--- config.mk ---
export PLATFORM = sky130hd
export DESIGN_NAME = tt_um_unload_flat
export DESIGN_NICKNAME = d
export VERILOG_FILES = /design/src/rtl/tt_um_unload_if.sv /design/src/rtl/tt_um_unload.sv /design/src/flat_wrapper.sv
export SDC_FILE = /design/constraint.sdc
export NUM_CORES = 1
export LEC_CHECK = 0
export ABC_CLOCK_PERIOD_IN_PS = 2200
export CORE_AREA = 2 2 110 112
export CTS_BUF_LIST = sky130_fd_sc_hd__clkbuf_2
export DETAILED_ROUTE_END_ITERATION = 8
export DIE_AREA = 0 0 112 114
export DONT_BUFFER_PORTS = 1
export PLACE_DENSITY = 0.59
export REMOVE_ABC_BUFFERS = 1
export SYNTH_ARGS = -nofsm -noshare
export SYNTH_HDL_FRONTEND = slang
export SYNTH_SLANG_ARGS = --single-unit
--- constraint.sdc ---
create_clock -name clk -period 2.2 [get_ports clk]
set_input_delay 0.55 -clock clk [delete_from_list [all_inputs] [get_ports clk]]
set_output_delay 0.55 -clock clk [all_outputs]
set_load 0.05 [all_outputs]
--- src/rtl/tt_um_unload_if.sv ---
// Handshake and payload bundle for the weight readback transmitter.
// The slave side is the transmitter; the master side is the host/consumer.
interface tt_um_unload_if #(
    parameter int unsigned MAX_IN_LEN  = 16,
    parameter int unsigned MAX_OUT_LEN = 8
);
    logic [2*MAX_IN_LEN*MAX_OUT_LEN-1:0] ui_weights;
    logic [6:0]                          ui_param;
    logic                                ui_start;
    logic                                ui_ready;
    logic [MAX_IN_LEN-1:0]               uo_data;
    logic                                uo_valid;
    logic                                uo_busy;
    logic                                uo_done;

    modport master (
        output ui_weights, ui_param, ui_start, ui_ready,
        input  uo_data, uo_valid, uo_busy, uo_done
    );

    modport slave (
        input  ui_weights, ui_param, ui_start, ui_ready,
        output uo_data, uo_valid, uo_busy, uo_done
    );
endinterface

--- src/rtl/tt_um_unload.sv ---
// Serialises the packed 2-bit weight matrix column by column, MSB plane then LSB plane,
// with rows above the latched last-row index masked to zero.
module tt_um_unload #(
    parameter int unsigned MAX_IN_LEN  = 16,
    parameter int unsigned MAX_OUT_LEN = 8
) (
    input logic           clk,
    input logic           rst_n,
    tt_um_unload_if.slave io_bus
);
    localparam int unsigned MAX_OUT_BITS = (MAX_OUT_LEN > 1) ? $clog2(MAX_OUT_LEN) : 1;
    localparam int unsigned W_BITS       = 2 * MAX_IN_LEN * MAX_OUT_LEN;

    typedef enum logic [1:0] {StIdle, StMsb, StLsb, StDone} state_t;

    state_t                  r_state, w_state_nxt;
    logic [MAX_OUT_BITS-1:0] r_col, w_col_nxt;
    logic [MAX_OUT_BITS-1:0] r_last_col, w_last_col_nxt, w_col_clamped;
    logic [3:0]              r_last_row, w_last_row_nxt;
    logic [MAX_IN_LEN-1:0]   r_data, w_data_nxt;
    logic                    r_valid, w_valid_nxt;
    logic                    r_busy, w_busy_nxt;
    logic                    r_done, w_done_nxt;
    logic                    w_accept;

    function automatic logic [MAX_IN_LEN-1:0] f_plane(
        input logic [W_BITS-1:0]       weights,
        input logic [MAX_OUT_BITS-1:0] col,
        input logic                    msb,
        input logic [3:0]              last_row
    );
        logic [MAX_IN_LEN-1:0] plane;
        plane = '0;
        for (int i = 0; i < int'(MAX_IN_LEN); i++) begin
            if (i <= int'(last_row)) begin
                plane[i] = weights[2*(i*int'(MAX_OUT_LEN) + int'(col)) + int'(msb)];
            end
        end
        return plane;
    endfunction

    // Oversized column requests are clamped once, when the dump is latched.
    always_comb begin
        if (int'(io_bus.ui_param[2:0]) > int'(MAX_OUT_LEN) - 1) begin
            w_col_clamped = MAX_OUT_BITS'(MAX_OUT_LEN - 1);
        end else begin
            w_col_clamped = MAX_OUT_BITS'(io_bus.ui_param[2:0]);
        end
    end

    assign w_accept = r_valid & io_bus.ui_ready;

    always_comb begin
        w_state_nxt    = r_state;
        w_col_nxt      = r_col;
        w_last_col_nxt = r_last_col;
        w_last_row_nxt = r_last_row;
        w_data_nxt     = r_data;
        w_valid_nxt    = r_valid;
        w_busy_nxt     = r_busy;
        w_done_nxt     = 1'b0;
        unique case (r_state)
            StIdle: begin
                if (io_bus.ui_start) begin
                    w_last_col_nxt = w_col_clamped;
                    w_last_row_nxt = io_bus.ui_param[6:3];
                    w_col_nxt      = '0;
                    w_data_nxt     = f_plane(io_bus.ui_weights, '0, 1'b1, io_bus.ui_param[6:3]);
                    w_valid_nxt    = 1'b1;
                    w_busy_nxt     = 1'b1;
                    w_state_nxt    = StMsb;
                end
            end
            StMsb: begin
                if (w_accept) begin
                    w_data_nxt  = f_plane(io_bus.ui_weights, r_col, 1'b0, r_last_row);
                    w_state_nxt = StLsb;
                end
            end
            StLsb: begin
                if (w_accept) begin
                    if (r_col == r_last_col) begin
                        w_valid_nxt = 1'b0;
                        w_data_nxt  = '0;
                        w_done_nxt  = 1'b1;
                        w_state_nxt = StDone;
                    end else begin
                        w_col_nxt   = r_col + MAX_OUT_BITS'(1);
                        w_data_nxt  = f_plane(io_bus.ui_weights, r_col + MAX_OUT_BITS'(1), 1'b1,
                                              r_last_row);
                        w_state_nxt = StMsb;
                    end
                end
            end
            StDone: begin
                w_busy_nxt  = 1'b0;
                w_state_nxt = StIdle;
            end
            default: w_state_nxt = StIdle;
        endcase
    end

    always_ff @(posedge clk or negedge rst_n) begin
        if (!rst_n) begin
            r_state    <= StIdle;
            r_col      <= '0;
            r_last_col <= '0;
            r_last_row <= '0;
            r_data     <= '0;
            r_valid    <= 1'b0;
            r_busy     <= 1'b0;
            r_done     <= 1'b0;
        end else begin
            r_state    <= w_state_nxt;
            r_col      <= w_col_nxt;
            r_last_col <= w_last_col_nxt;
            r_last_row <= w_last_row_nxt;
            r_data     <= w_data_nxt;
            r_valid    <= w_valid_nxt;
            r_busy     <= w_busy_nxt;
            r_done     <= w_done_nxt;
        end
    end

    assign io_bus.uo_data  = r_data;
    assign io_bus.uo_valid = r_valid;
    assign io_bus.uo_busy  = r_busy;
    assign io_bus.uo_done  = r_done;
endmodule

--- src/flat_wrapper.sv ---
// flat-port wrapper written by rule: the top's interface ports become plain ports
module tt_um_unload_flat 
#(
    parameter int unsigned MAX_IN_LEN  = 16,
    parameter int unsigned MAX_OUT_LEN = 8
)
  (clk, rst_n, io_bus_ui_weights, io_bus_ui_param, io_bus_ui_start, io_bus_ui_ready, io_bus_uo_data, io_bus_uo_valid, io_bus_uo_busy, io_bus_uo_done);
  tt_um_unload_if #(.MAX_IN_LEN(MAX_IN_LEN), .MAX_OUT_LEN(MAX_OUT_LEN)) io_bus_i ();
  input logic clk;
  input logic rst_n;
  input wire logic [$bits(io_bus_i.ui_weights)-1:0] io_bus_ui_weights;
  input wire logic [$bits(io_bus_i.ui_param)-1:0] io_bus_ui_param;
  input wire logic [$bits(io_bus_i.ui_start)-1:0] io_bus_ui_start;
  input wire logic [$bits(io_bus_i.ui_ready)-1:0] io_bus_ui_ready;
  output wire logic [$bits(io_bus_i.uo_data)-1:0] io_bus_uo_data;
  output wire logic [$bits(io_bus_i.uo_valid)-1:0] io_bus_uo_valid;
  output wire logic [$bits(io_bus_i.uo_busy)-1:0] io_bus_uo_busy;
  output wire logic [$bits(io_bus_i.uo_done)-1:0] io_bus_uo_done;
  assign io_bus_i.ui_weights = io_bus_ui_weights;
  assign io_bus_i.ui_param = io_bus_ui_param;
  assign io_bus_i.ui_start = io_bus_ui_start;
  assign io_bus_i.ui_ready = io_bus_ui_ready;
  assign io_bus_uo_data = io_bus_i.uo_data;
  assign io_bus_uo_valid = io_bus_i.uo_valid;
  assign io_bus_uo_busy = io_bus_i.uo_busy;
  assign io_bus_uo_done = io_bus_i.uo_done;
  tt_um_unload #(.MAX_IN_LEN(MAX_IN_LEN), .MAX_OUT_LEN(MAX_OUT_LEN)) u_core (.clk(clk), .rst_n(rst_n), .io_bus(io_bus_i));
endmodule
Yosys cells after proc, flatten, opt, wreduce, memory -nomap -nowiden --
Index checks and enable logic that the tools add are counted.
Storage, ports and cells: bits in latches 0, bits in writable memories 0, logic and storage cells 299, bits of input ports 267, ROM bits 0, register bits 31, memories kept 0
Cells by class: magnitude comparators 62, shifts and indexed selects 0, div/mod/pow operators 0, $mul 0, muxes and demuxes 162, eq/ne operators 9, reductions and logical operators 10, add/subtract/negate cells 47, bitwise operators 1
Operators by type and width (count):
- $lt A32 B10 Y1 const B | 31
- $add A32 B2 Y32 const B | 15
- $add A7 B3 Y8 const A | 16
- $bmux W1 S8 | 16
- $mux W1 | 114
- $bmux W1 S7 | 15
- $le A4 B4 Y1 const A | 16
- $mux W16 | 4
- $add A6 B3 Y7 const A | 8
- $pmux W16 S3 | 1
- $le A3 B4 Y1 const A | 8
- $add A5 B3 Y6 const A | 4
- $le A2 B4 Y1 const A | 4
- $reduce_and A4 Y1 | 3
- $add A4 B3 Y5 const A | 2
- $lt A4 B9 Y1 const B | 1
- $mux W3 | 3
- $le A1 B4 Y1 const A | 2
- $mux W2 | 4
- $pmux W2 S4 | 1
- $ne A2 B1 Y1 const B | 3
- $pmux W3 S2 | 1
- $add A4 B1 Y5 const B | 1
- $eq A2 B2 Y1 const B | 2
- other kinds (12) | 16

Logic depth before layout (Yosys ltp) --
depth after elaboration 10, depth in mapped cells 9, depth with buffers taken out 7

Worst setup path before layout --
Ideal clock, no wire load.
kind register -> register, start reg u_core.r_col[1], end reg u_core.r_data[4] (netlist: u_core.io_bus.uo_data[4]), period minus slack after synthesis 2133 ps, data required time 2074 ps, cell stages (with the launch flop) 8, path slack 67 ps, arrival time 2007 ps, path buffers 2, cell sequence dfrtp_1 -> ha_1 -> buf_4 -> buf_4 -> mux2_2 -> o311ai_1 -> nor4_1 -> o32a_1
On the way: word-level cells in the longest chain between the ends 10, elaborated cells on any way between the ends 17, classes of those cells add/sub (4); eq/ne (1); mux (12)
Ends and longest elaborated chain:
- start, declared | RTL line tt_um_unload.sv:17 | logic [MAX_OUT_BITS-1:0] r_col, w_col_nxt;
- start signal, assigned | RTL line tt_um_unload.sv:115 | r_col <= w_col_nxt;
- $add A3 B1 Y3 | RTL line tt_um_unload.sv:89 | w_data_nxt = f_plane(io_bus.ui_weights, r_col + MAX_OUT_BITS'(1), 1'b1,
- $add A6 B3 Y7 | RTL line tt_um_unload.sv:36 | plane[i] = weights[2*(i*int'(MAX_OUT_LEN) + int'(col)) + int'(msb)];
- $add A32 B2 Y32 | RTL line tt_um_unload.sv:36
- $bmux W1 S8 | RTL line tt_um_unload.sv:36
- $mux W1 (not written as such) (2 in a row) | RTL line tt_um_unload.sv:36
- $mux W1 | RTL line tt_um_unload.sv:35 | if (i <= int'(last_row)) begin
- $mux W16 | RTL line tt_um_unload.sv:82 | if (r_col == r_last_col) begin
- $mux W16 | RTL line tt_um_unload.sv:81 | if (w_accept) begin
- $pmux W16 S3 * | RTL line tt_um_unload.sv:62 | unique case (r_state)
- end signal, assigned | RTL line tt_um_unload.sv:118 | r_data <= w_data_nxt;
- end, declared | RTL line tt_um_unload.sv:20 | logic [MAX_IN_LEN-1:0] r_data, w_data_nxt;
Mark *: on every way between the ends. The rest lies on a longest branch, timed or not. The select of a mux whose other input is x is not followed. A chain may end at the register's enable or synchronous reset.

Final worst setup path --
start reg u_core.r_col[0], end reg u_core.r_data[7] (netlist: u_core.io_bus.uo_data[7])
The elaborated chain is that of the path after synthesis.

==> flow_summary.ini <==
[status]
outcome = finished, final reports clean

[worst_setup_path]
crit_path_end_kind = flop
critPathMaxFanout = 4
startpoint = u_core.r_col[0]$_DFFE_PN0P_
rr_startpoint = u_core.r_col[0]$_DFFE_PN0P_
worst-r2r-cell-count = 6
max_stage_delay_ns = 0.54
critPathBufInv = 1
critical_path_class = flop to flop
worstPathRequired_ns = 2.50
cp_slowest_cell = sky130_fd_sc_hd__dfrtp_4
timing.critical_path.max_delay_family = multiplexers
ff2ff_setup_slack_ns = 0.003
timing.rr.end = u_core.io_bus.uo_data[7]$_DFFE_PN0P_
critical_path.startpoint_type = flop
crit_chain = ha_4, buf_4, mux4_2, mux2i_2, nor3_1, o32a_1
arrival_ns = 2.50

[worst_hold_path]
hold_class = input pin to flop
holdPathEnd = u_core.r_last_row[2]$_DFFE_PN0P_
min_from = io_bus_ui_param[5]
hold_path_cells = 1

[yosys]
synth_most_common_cell = sky130_fd_sc_hd__nand2_1
synth_area_mm2 = 0.00399
synth.ff_latch_count = 31
synth_top_area_share = 0.197
yosys.cell_types.count = 62
synth_async_sr_flop_share = 1.00
ys.flop_type = sky130_fd_sc_hd__dfrtp_1
synth_edf_count = 0
yosysTopAreaCell = sky130_fd_sc_hd__mux4_2
yosysWarningCount = 0
netlist_top_cells_area = sky130_fd_sc_hd__mux4_2 (20%), sky130_fd_sc_hd__dfrtp_1 (19%), sky130_fd_sc_hd__mux2i_1 (9.8%)
synth_area_per_cell_um2 = 9.86
ys_seq_area_frac = 0.194
most_instantiated_cells_after_synthesis = sky130_fd_sc_hd__nand2_1 (40), sky130_fd_sc_hd__mux2i_1 (39), sky130_fd_sc_hd__mux4_2 (35), sky130_fd_sc_hd__dfrtp_1 (31)
synthCells = 405

[power_and_ir_drop]
clkPwrFrac = 0.046
power_leakage_nw = 1.58
combinational_power_share = 0.709
seq_power_share = 0.244
switching_power_mw = 3.58
switching_portion_of_total_power = 0.517
pwr_density_cell_mw_per_mm2 = 1520
vdd_drop_max_v = 0.000647
intPower_mw = 3.35

[placement]
gp_routability_congestion = 0.874
post-place-cells = 562
port_buffers = 0
pre_cts_slack_ns = -0.0634
dp_hpwl_mm = 12.7

[drt]
avgViaCountPerCell = 6.40
drt_pass1_iterations = 4
drt_iter0_drc = 263
detail_route.drc_violations = 0
final_antenna_net_count = 0
drt_wl_total_mm = 16.2
post_drt_wl_per_cell_um = 28.0
vias = 3686

[timing]
layout_min_cycle_time_ns = 2.20
timing.fmax_mhz = 455
setup_ws_ns = 0.00301
setup_viol_count_final = 0
setup_repair_after_global_routing_missed_its_margin = yes
final_hold_viol_count = 0
final.setup.tns_ns = 0
timing.max_slew.rel_slack = 0.595
final.period_utilization = 0.999
fin_skew_ns = 0.0302
worst_pin_slew_ns = 0.608
worst_case_hold_slack_ns = 0.289
slew_viol_final = 0

[floorplanning]
floorplan.initialDensity = 0.341
std_cell_rows = 40
dieHeight_um = 114
core_area_mm2 = 0.0117
number_of_top_level_pins = 286
horiz_die_dim_um = 112
die_area_mm2 = 0.0128

[finish]
drive_gt1_frac = 0.303
fillCellCount = 1183
synthToLayoutAreaGrowth_pct = 14.3
ff_latch_area_um2 = 781
final_nets = 701
finish.cell_count_without_fillers = 576
multi_input_area_mm2 = 0.00298
antennaDiodeCount = 0

[clocking]
tritoncts_clock_tree = done
clock-sinks = 31
cts.htree.levels = 2
clkSlewWorstSetupHoldPaths_ns = 0.21
insertion_delay_ns = 0.39
clock_tree.buffer_depth = 2
clock_buffers_created_by_tritoncts = 5
root_buffer = sky130_fd_sc_hd__clkbuf_2

[global_route]
grt_max_degree = 44
grtUsageTotal = 0.240
gr-total-overflow = 0
grt_antenna_before_repair = 2
number_of_global_route_vias_before_repair = 3902
grt_pass1_wl_mm = 22.9

[flow_run]
cap_violations = 0
[cells by family (layout without fill, tap and decap cells)]
| logic type | after synthesis | count (layout) | synth area share |
|---|---|---|---|
| AND/OR/NAND/NOR | 121 | 121 | 0.149 |
| AO/OA/AOI/OAI | 104 | 104 | 0.189 |
| multiplexers | 95 | 95 | 0.358 |
| buffers and inverters | 43 | 67 | 0.0683 |
| flip-flops | 31 | 31 | 0.194 |
| adder cells (fa/ha/maj) | 6 | 6 | 0.0188 |
| XOR/XNOR | 5 | 5 | 0.0223 |
[per-stage QoR]
| step | total power [mW] | area, um^2 | util |
|---|---|---|---|
| after floorplan | 4.69 | 3750 | - |
| after global placement | 6.22 | 4360 | 0.372 |
| after detailed placement | 6.31 | 4360 | 0.372 |
| after CTS | 6.84 | 4480 | 0.383 |
| after global routing | 7.39 | 4560 | 0.390 |
| final | 6.93 | 4560 | 0.390 |
[state kept, by name (all words and copies together) (netlist names)]
| register | count |
|---|---|
| u_core.io_bus.uo_data | 16 |
| u_core.io_bus.uo_busy | 1 |
| u_core.io_bus.uo_valid | 1 |
| u_core.r_last_row | 4 |
| u_core.r_col | 3 |
| u_core.io_bus.uo_done | 1 |
| u_core.r_state | 2 |
| u_core.r_last_col | 3 |
[final cells by class]
| type | instances | share of cell area |
|---|---|---|
| flip-flops and latches | 31 | 0.171 |
| inverters | 8 | 0.00658 |
| clock buffers | 7 | 0.00768 |
| repair buffers | 51 | 0.120 |
| multi-input cells | 331 | 0.654 |
| well taps | 147 | 0.0403 |
| clock inverters | 1 | 0.00110 |
[layer usage]
metal  GRT usage  vias up  part of all wire
li1            -     1660                 -
met1       0.270     1786              0.37
met2       0.437      210              0.51
met3      0.0733       26             0.084
met4      0.0756        4             0.031
met5           0        -            0.0022
[cell usage in the layout (no fill, tap or decap), types with 8 or more instances in the layout]
master                      n
sky130_fd_sc_hd__buf_4     36
sky130_fd_sc_hd__nor2b_1   14
sky130_fd_sc_hd__mux2i_1   37
sky130_fd_sc_hd__mux4_2    35
sky130_fd_sc_hd__nand2_1   40
sky130_fd_sc_hd__mux2_2    20
sky130_fd_sc_hd__dfrtp_1   29
sky130_fd_sc_hd__nand3_1   13
sky130_fd_sc_hd__a211oi_1   8
sky130_fd_sc_hd__a21oi_1   16
sky130_fd_sc_hd__nor3_1     8
sky130_fd_sc_hd__o21ai_0   16
sky130_fd_sc_hd__nor2_1    20
[how the worst max path moves through the flow]
stage	endpoint	slack [ns]	cells past startpoint
after floorplan	u_core.io_bus.uo_data[8]$_DFFE_PN0P_	-2.85	6
after global placement	u_core.io_bus.uo_data[4]$_DFFE_PN0P_	-0.02	6
after detailed placement	u_core.io_bus.uo_data[4]$_DFFE_PN0P_	-0.06	6
after CTS	u_core.io_bus.uo_data[9]$_DFFE_PN0P_	-0.009	6
after global routing	u_core.io_bus.uo_data[10]$_DFFE_PN0P_	-0.08	6
final	u_core.io_bus.uo_data[7]$_DFFE_PN0P_	0.003	6
[timing repair]
action / 4_1_cts / 5_1_grt
hold endpoints to repair: 31 / 0
pin swaps: 0 / 3
hold buffers: 2 / 0
setup endpoints to repair: 8 / 12
gates resized for setup: 2 / 10
gates cloned: 1 / 1
setup buffers: 1 / 1
[worst register-to-register path: cells and delay by family (launching register included)]
kind	cells	cell delay, ns
flops	1	0.54
buf+inv	1	0.14
simple gates	1	0.06
fa+ha+maj	1	0.32
compound gates	1	0.35
mux	2	0.70
[power by group through the flow]
stage | Clock [mW] | Combinational [mW] | Sequential (mW)
4_1_cts | 0.336 | 4.81 | 1.69
5_1_grt | 0.347 | 5.32 | 1.72
3_3_place_gp | 0 | 4.51 | 1.70
6_report | 0.319 | 4.92 | 1.69
2_1_floorplan | 0 | 2.82 | 1.86
3_5_place_dp | 0 | 4.60 | 1.71
(Power assumes the default switching activity.)
